==> config.mk <==
export PLATFORM = sky130hd
export DESIGN_NAME = rsa_two_inv_power_mod
export DESIGN_NICKNAME = d
export VERILOG_FILES = /design/src/rtl/rsa_two_inv_power_mod_pkg.sv /design/src/rtl/rsa_mod_half.sv /design/src/rtl/rsa_two_inv_power_mod.sv
export SDC_FILE = /design/constraint.sdc
export NUM_CORES = 2
export LEC_CHECK = 0
export CORE_UTILIZATION = 50
export CTS_CLUSTER_DIAMETER = 150
export DETAILED_ROUTE_END_ITERATION = 6
export HOLD_SLACK_MARGIN = 0.15
export PLACE_DENSITY = 0.82
export SYNTH_ARGS = -nofsm -noshare
export SYNTH_HDL_FRONTEND = slang
export SYNTH_SLANG_ARGS = --single-unit
==> constraint.sdc <==
create_clock -name clk -period 13.7 [get_ports clk]
set_input_delay 2.74 -clock clk [delete_from_list [all_inputs] [get_ports clk]]
set_output_delay 2.74 -clock clk [all_outputs]
set_load 0.005 [all_outputs]
==> src/rtl/rsa_two_inv_power_mod_pkg.sv <==
// Shared types for the RSA precompute path: key/power widths, job structs and the
// inverse-power FSM encoding.
`default_nettype none

package rsa_two_inv_power_mod_pkg;

   localparam int MOD_WIDTH = 256;
   localparam int INT_WIDTH = MOD_WIDTH;

   typedef logic [MOD_WIDTH-1:0] KeyType;
   typedef logic [MOD_WIDTH:0]   KeyExtType;
   typedef logic [INT_WIDTH-1:0] IntType;

   typedef struct packed {
      IntType power;
      KeyType modulus;
   } RSATwoInvPowerModIn;

   typedef KeyType RSATwoInvPowerModOut;

   typedef enum logic [1:0] {
      ST_IDLE = 2'd0,
      ST_RUN  = 2'd1,
      ST_DONE = 2'd2
   } inv_state_e;

endpackage

`default_nettype wire

==> src/rtl/rsa_mod_half.sv <==
// Modular halving: (r odd ? r+N : r) >> 1, evaluated one bit wider than the key so
// the carry out of r+N survives the shift.
`default_nettype none

module rsa_mod_half
   import rsa_two_inv_power_mod_pkg::*;
#(
   parameter int WIDTH = MOD_WIDTH
) (
   input  logic [WIDTH:0] r_i,
   input  logic [WIDTH:0] n_i,
   output logic [WIDTH:0] half_o
);

   logic [WIDTH:0] sum_w;

   // r < N < 2^WIDTH, so r+N always fits in WIDTH+1 bits.
   always_comb begin
      sum_w  = r_i[0] ? (r_i + n_i) : r_i;
      half_o = sum_w >> 1;
   end

endmodule

`default_nettype wire

==> src/rtl/rsa_two_inv_power_mod.sv <==
// Computes 2^(-power) mod modulus (odd modulus) by one modular halving per clock,
// behind a valid/ready job stream.
`default_nettype none

module rsa_two_inv_power_mod
   import rsa_two_inv_power_mod_pkg::*;
#(
   parameter int WIDTH     = MOD_WIDTH,
   parameter int CNT_WIDTH = WIDTH
) (
   input  logic               clk,
   input  logic               rst,
   input  logic               i_valid,
   output logic               i_ready,
   input  RSATwoInvPowerModIn i_in,
   output logic               o_valid,
   input  logic               o_ready,
   output logic [WIDTH-1:0]   o_out
);

   inv_state_e           state_q, state_d;
   logic [WIDTH:0]       r_q, r_d;
   logic [WIDTH:0]       n_q, n_d;
   logic [CNT_WIDTH-1:0] power_q, power_d;
   logic [CNT_WIDTH-1:0] cnt_q, cnt_d;
   logic [WIDTH:0]       half_w;
   logic                 accept_w;
   logic                 last_w;
   logic                 zero_pow_w;

   rsa_mod_half #(
      .WIDTH (WIDTH)
   ) u_mod_half (
      .r_i    (r_q),
      .n_i    (n_q),
      .half_o (half_w)
   );

   assign accept_w   = i_valid && i_ready;
   assign zero_pow_w = (CNT_WIDTH'(i_in.power) == '0);
   // Counter starts at 0 and stops at power-1, so it never wraps even at full width.
   assign last_w     = (cnt_q == (power_q - CNT_WIDTH'(1)));

   always_ff @(posedge clk) begin
      if (!rst) begin
         state_q <= ST_IDLE;
      end else begin
         state_q <= state_d;
      end
   end

   always_comb begin
      state_d = state_q;
      case (state_q)
         ST_IDLE: if (accept_w) state_d = zero_pow_w ? ST_DONE : ST_RUN;
         ST_RUN:  if (last_w)   state_d = ST_DONE;
         ST_DONE: if (o_ready)  state_d = ST_IDLE;
         default:               state_d = ST_IDLE;
      endcase
   end

   always_comb begin
      i_ready = (state_q == ST_IDLE);
      o_valid = (state_q == ST_DONE);
      o_out   = (state_q == ST_DONE) ? r_q[WIDTH-1:0] : '0;
   end

   always_comb begin
      r_d     = r_q;
      n_d     = n_q;
      power_d = power_q;
      cnt_d   = cnt_q;
      if (accept_w) begin
         power_d = CNT_WIDTH'(i_in.power);
         n_d     = {1'b0, WIDTH'(i_in.modulus)};
         r_d     = (WIDTH + 1)'(1);
         cnt_d   = '0;
      end else if (state_q == ST_RUN) begin
         r_d   = half_w;
         cnt_d = cnt_q + CNT_WIDTH'(1);
      end
   end

   always_ff @(posedge clk) begin
      if (!rst) begin
         r_q     <= '0;
         n_q     <= '0;
         power_q <= '0;
         cnt_q   <= '0;
      end else begin
         r_q     <= r_d;
         n_q     <= n_d;
         power_q <= power_d;
         cnt_q   <= cnt_d;
      end
   end

endmodule

`default_nettype wire
# == Word-level counts from Yosys, hierarchy flattened ==
# Cells that the tools add are included.
# totals
inputBits,516
word_cells,31
ff_bits,1026
# op_classes
muxes,9
bitwise_logic,1
n_reduce_logical,6
add_sub_neg,3
n_eq_ne,6
# op_table
operator,n
$add 256x256->257,1
$mux 257,1
$add 256x1->256 const B,1
$eq 256x256->1,1
$logic_not 256->1,1
$mux 256,1
$sub 256x1->256 const B,1
$mux 2,4
$pmux 2 s3,1
$ne 2x1->1 const B,2
$reduce_and 3->1,1
$eq 2x1->1 const B,1
$eq 2x2->1 const B,1
$logic_not 2->1,1
$mux 1,2
$ne 2x2->1 const B,1
$reduce_bool 2->1,1
$reduce_or 2->1,1
$logic_and 1x1->1,1
$not 1->1,1

# == Longest topological paths before layout ==
# depth
word_depth,4
ltp_mapped,24
ltp_nobuf,20

# == Cells and area by module ==
# Synthesis repeated with hierarchy kept, for this count alone.
# unflattened
hier_cells,10510
hier_area_um2,74156.1
# by_module_without_submodules
mod,area_each_um2,cells_per_inst,instances
rsa_two_inv_power_mod,51789.7,7010,1
rsa_mod_half,22366.5,3500,1

# == Worst setup path before layout ==
# OpenSTA, ideal clock, no wires.
# synth_path
path_kind,reg2reg
startpoint,register r_q[0]
endpoint,register r_q[177]
path_buffers,4
setup_time_ps,128
path_stages_with_launch,25
arrival_time_ps,5538
path_slack_ps,8034
cell_sequence,dfxtp_1 clkbuf_1 buf_2 clkbuf_1 clkbuf_1 nand2_1 fa_1 nor2b_1 o21bai_1 a211oi_1 o211ai_1 a2111oi_0 o2111ai_1 nand2_1 a21o_1 a21oi_1 o41ai_1 a31oi_1 o31a_1 o21ai_1 nand2_1 o21ai_0 xnor2_1 a221oi_1 nor2_1
# synth_between
elab_chain_len,2
# synth_lines
item,line_no,rtl
"start, declared",rsa_two_inv_power_mod.sv:22,"logic [WIDTH:0] r_q, r_d;"
"start signal, assigned",rsa_two_inv_power_mod.sv:91,r_q <= r_d;
$add 256x256->257,rsa_mod_half.sv:19,sum_w = r_i[0] ? (r_i + n_i) : r_i;
$mux 257 *,rsa_mod_half.sv:19,
# Mark *: on every way between the ends. The rest lies on a longest branch, timed or not.
# A chain may end at the register's enable or synchronous reset.

# == Worst setup path in the final report ==
# layout_path
startpoint,register state_q[1]
endpoint,output o_out[46]
# layout_between
elab_chain_len,2
# layout_lines
item,line_no,rtl
"start, declared",rsa_two_inv_power_mod.sv:21,"inv_state_e state_q, state_d;"
"start signal, assigned",rsa_two_inv_power_mod.sv:48,state_q <= state_d;
$eq 2x2->1,rsa_two_inv_power_mod.sv:65,o_out = (state_q == ST_DONE) ? r_q[WIDTH-1:0] : '0;
$mux 256,rsa_two_inv_power_mod.sv:65,
"end, declared",rsa_two_inv_power_mod.sv:18,output logic [WIDTH-1:0] o_out
# Every way passes these cells.

==> summary.md <==
| Metric | Value |
|---|---|
| CP top delay family | buffers and inverters |
| DP Worst Slack | 6.61 ns |
| Post-Syn Area | 0.0703 mm² |
| Most used cell, CP | buf_4 |
| Mean post-synth cell area | 7.30 µm² |
| Area grow syn2layout | 18.4% |
| Drt wl/cell | 28.3 µm |
| Worst Path Arrival | 4.78 ns |
| HP Class | reg -> reg |
| Sequential area share after synthesis | 29.2% |
| Core Footprint | 0.140 mm² |
| Crit start category | flop |
| Setup TNS | 0 ns |
| Final hold vios | 0 |
| Post-CTS resize count | 0 |
| VDD IR max | 0.117 mV |
| Critical Path RT | 10.96 ns |
| WL final | 341 mm |
| Max-cap viol count | 0 |
| I/O Pins | 774 |
| Num rows | 137 |
| Final ANT Viol Nets | 0 |
| Filler Cell Count | 12800 |
| Inserted Clock Buffers | 113 |
| CTS tree | yes |
| CP bufs+invs | 3 |
| Nets | 10800 |
| Yosys reg bits | 1026 |
| GR Overflow Total | 0 |
| Post-synthesis net count | 10400 |
| Total power | 10.7 mW |
| Die width | 377 µm |
| Die ar. | 0.142 mm² |
| Clock skew | 0.0574 ns |
| Max stage delay cell, worst path | nor2b_4 |
| PwrDens | 128 mW/mm² |
| Slew HR | 11.1% |
| Initial antenna violation count | 32 |
| Via Count | 77500 |
| Largest net degree at the start of global routing | 209 |
| Vias/cell | 6.44 |
| Clock Latency Late Sink | 0.81 ns |
| Initial Util | 50.4% |
| Cell count after placement | 11800 |
| Setup Buffers After CTS | 0 |
| IO Port Bufs | 773 |
| Async SR Flop Fraction | 0% |
| Slowest stage delay, CP | 0.85 ns |
| H-Tree Depth | 3 |
| First-pass GRT wire length | 488 mm |
| Crit Path Category | reg -> out |
| Min cycle time layout | 7.52 ns |
| Pins Over Slew Limit | 0 |
| EDFF count, synth | 0 |
| Run status | finished, violations left |
| Synthesis warning total | 0 |
| Non-filler instance count after layout | 12000 |
| CP max FO | 117 |
| Crit. End Element | primary output |
| Drc violations | 4 |
| CTS hold repair buffers | 0 |
| Fin crit share | 54.9% |
| Die H | 377 µm |
| CTS root buffer | clkbuf_16 |
| Post-Syn Instances | 9622 |
| # setup viols final | 0 |
| Vias in the first global route | 71900 |
| Failing checks | design-rule violations |
| Final hold slack | 0.474 ns |
| Final setup margin | 6.18 ns |
| Synth Flop Type | dfxtp_1 |
| Pre-Repair DR Iteration Count | 7 |
| Yosys cell types | 87 |
| HPWL after DPL | 274 mm |
| Bufs on Longest Clock Path | 3 |
| Worst Tran Pin Value | 1.32 ns |
| Pleak | 29.2 nW |
| RSZ-0062 raised after global routing | no |
| Worst R2R Setup Slack | 6.28 ns |
| Crit-path cells | nor2b_4 -> buf_4 -> buf_4 -> and2_1 -> clkdlybuf4s50_1 |
| DRT iter0 DRCs | 10200 |
| GP Congestion | 1.15 |
| GRT Resource Usage Total | 46.1% |
| Reg clk slew, reported paths | 0.07 ns |
| Highest clock rate | 0.133 GHz |
| Fraction of layout cells with a size suffix above 1 | 3.53% |
| Clk sinks | 1026 |
where the power goes:
| part | internal (mW) | switching, mW |
|---|---|---|
| clock | 1.98 | 1.45 |
| combinational | 1.16 | 2.30 |
| sequential | 3.29 | 0.497 |
per-layer routing:
metal	up-vias	global-route usage (%)	wire, µm
li1	34900	-	-
met1	36800	57.5	131000
met2	4776	70.3	145000
met3	1077	10.5	36900
met4	32	32.2	28600
met5	-	0	351
worst register-to-register path, delay by kind of cell (launching register included):
family | cells | cell delay (ns)
compound gates | 3 | 1.25
xor+xnor | 1 | 0.27
buf+inv | 1 | 0.24
flops | 1 | 0.36
simple gates | 12 | 5.29
cell usage in the layout (no fill, tap or decap), drive strengths merged, types with 17 or more instances in the layout:
master,instances
o211ai,22
a31oi,29
xor2,322
clkinv,33
or2,43
o21a,41
nand2b,36
or4,65
nand3,234
nor2b,28
o21bai,96
o21ai,462
nor2,898
nor4,234
o31ai,21
buf,60
and3,79
clkdlybuf4s50,772
a21boi,537
nand4,296
and2,298
a22oi,37
xnor2,550
mux2i,112
inv,139
dfxtp,1026
a21o,69
a221oi,17
a2111oi,18
a21oi,702
ha,257
a211oi,153
nand2,1695
nor3,304
and4,20
clkbuf,148
or3,135
state kept, by name (all words and copies together), names as in the netlist:
register / count
power_q: 256
r_q: 256
state_q: 2
n_q: 256
cnt_q: 256
metrics by stage:
stage	utilization [%]	instance area (µm²)
4_1_cts	59.6	83100
3_5_place_dp	56.6	79000
5_1_grt	59.6	83200
2_1_floorplan	-	70300
3_3_place_gp	56.6	79000
6_report	59.6	83200
worst paths after layout:
path,startpoint,to,cells after the start
hold reg to reg,n_q[206]$_SDFFE_PN0P_,n_q[206]$_SDFFE_PN0P_,2
hold / removal,n_q[206]$_SDFFE_PN0P_,n_q[206]$_SDFFE_PN0P_,2
setup / recovery,state_q[1]$_SDFFE_PN0P_,o_out[46],5
setup reg to reg,power_q[23]$_SDFFE_PN0P_,state_q[1]$_SDFFE_PN0P_,17
area by class of cell:
cell class	count	area (µm²)	area share (%)
diodes	14	35.0	0.0421
well taps	1876	2350	2.82
flip-flops and latches	1026	20500	24.7
clock buffers	148	3220	3.87
clock inverters	65	920	1.11
multi-input cells	7959	47400	57.0
repair buffers	832	8220	9.89
inverters	127	479	0.576
cells in the mapped netlist (153+ instances only):
cell type  number  area (µm²)
xor2_1        322        2820
nor4_1        230        1440
nand3_1       233        1170
o21ai_0       459        2300
nand2_1      1695        6360
nor3_1        302        1510
a21boi_0      536        4020
dfxtp_1      1026       20500
a21oi_1       702        3510
nand4_1       296        1850
ha_1          257        3220
a211oi_1      153        1150
and2_1        294        1840
clkbuf_1      470        1760
xnor2_1       550        4820
nor2_1        895        3360
cell families (layout without fill, tap and decap cells):
kind of cell | count (synthesis) | count (layout) | synth area share [%]
XOR/XNOR | 872 | 872 | 10.9
AND/OR/NAND/NOR | 4416 | 4416 | 29.6
buffers and inverters | 637 | 1172 | 3.43
multiplexers | 116 | 116 | 1.66
flip-flops | 1026 | 1026 | 29.2
AO/OA/AOI/OAI | 2297 | 2297 | 20.6
other | 0 | 14 | 0
adder cells (fa/ha/maj) | 258 | 258 | 4.60
Note: power is estimated with default switching activity, not from simulation.
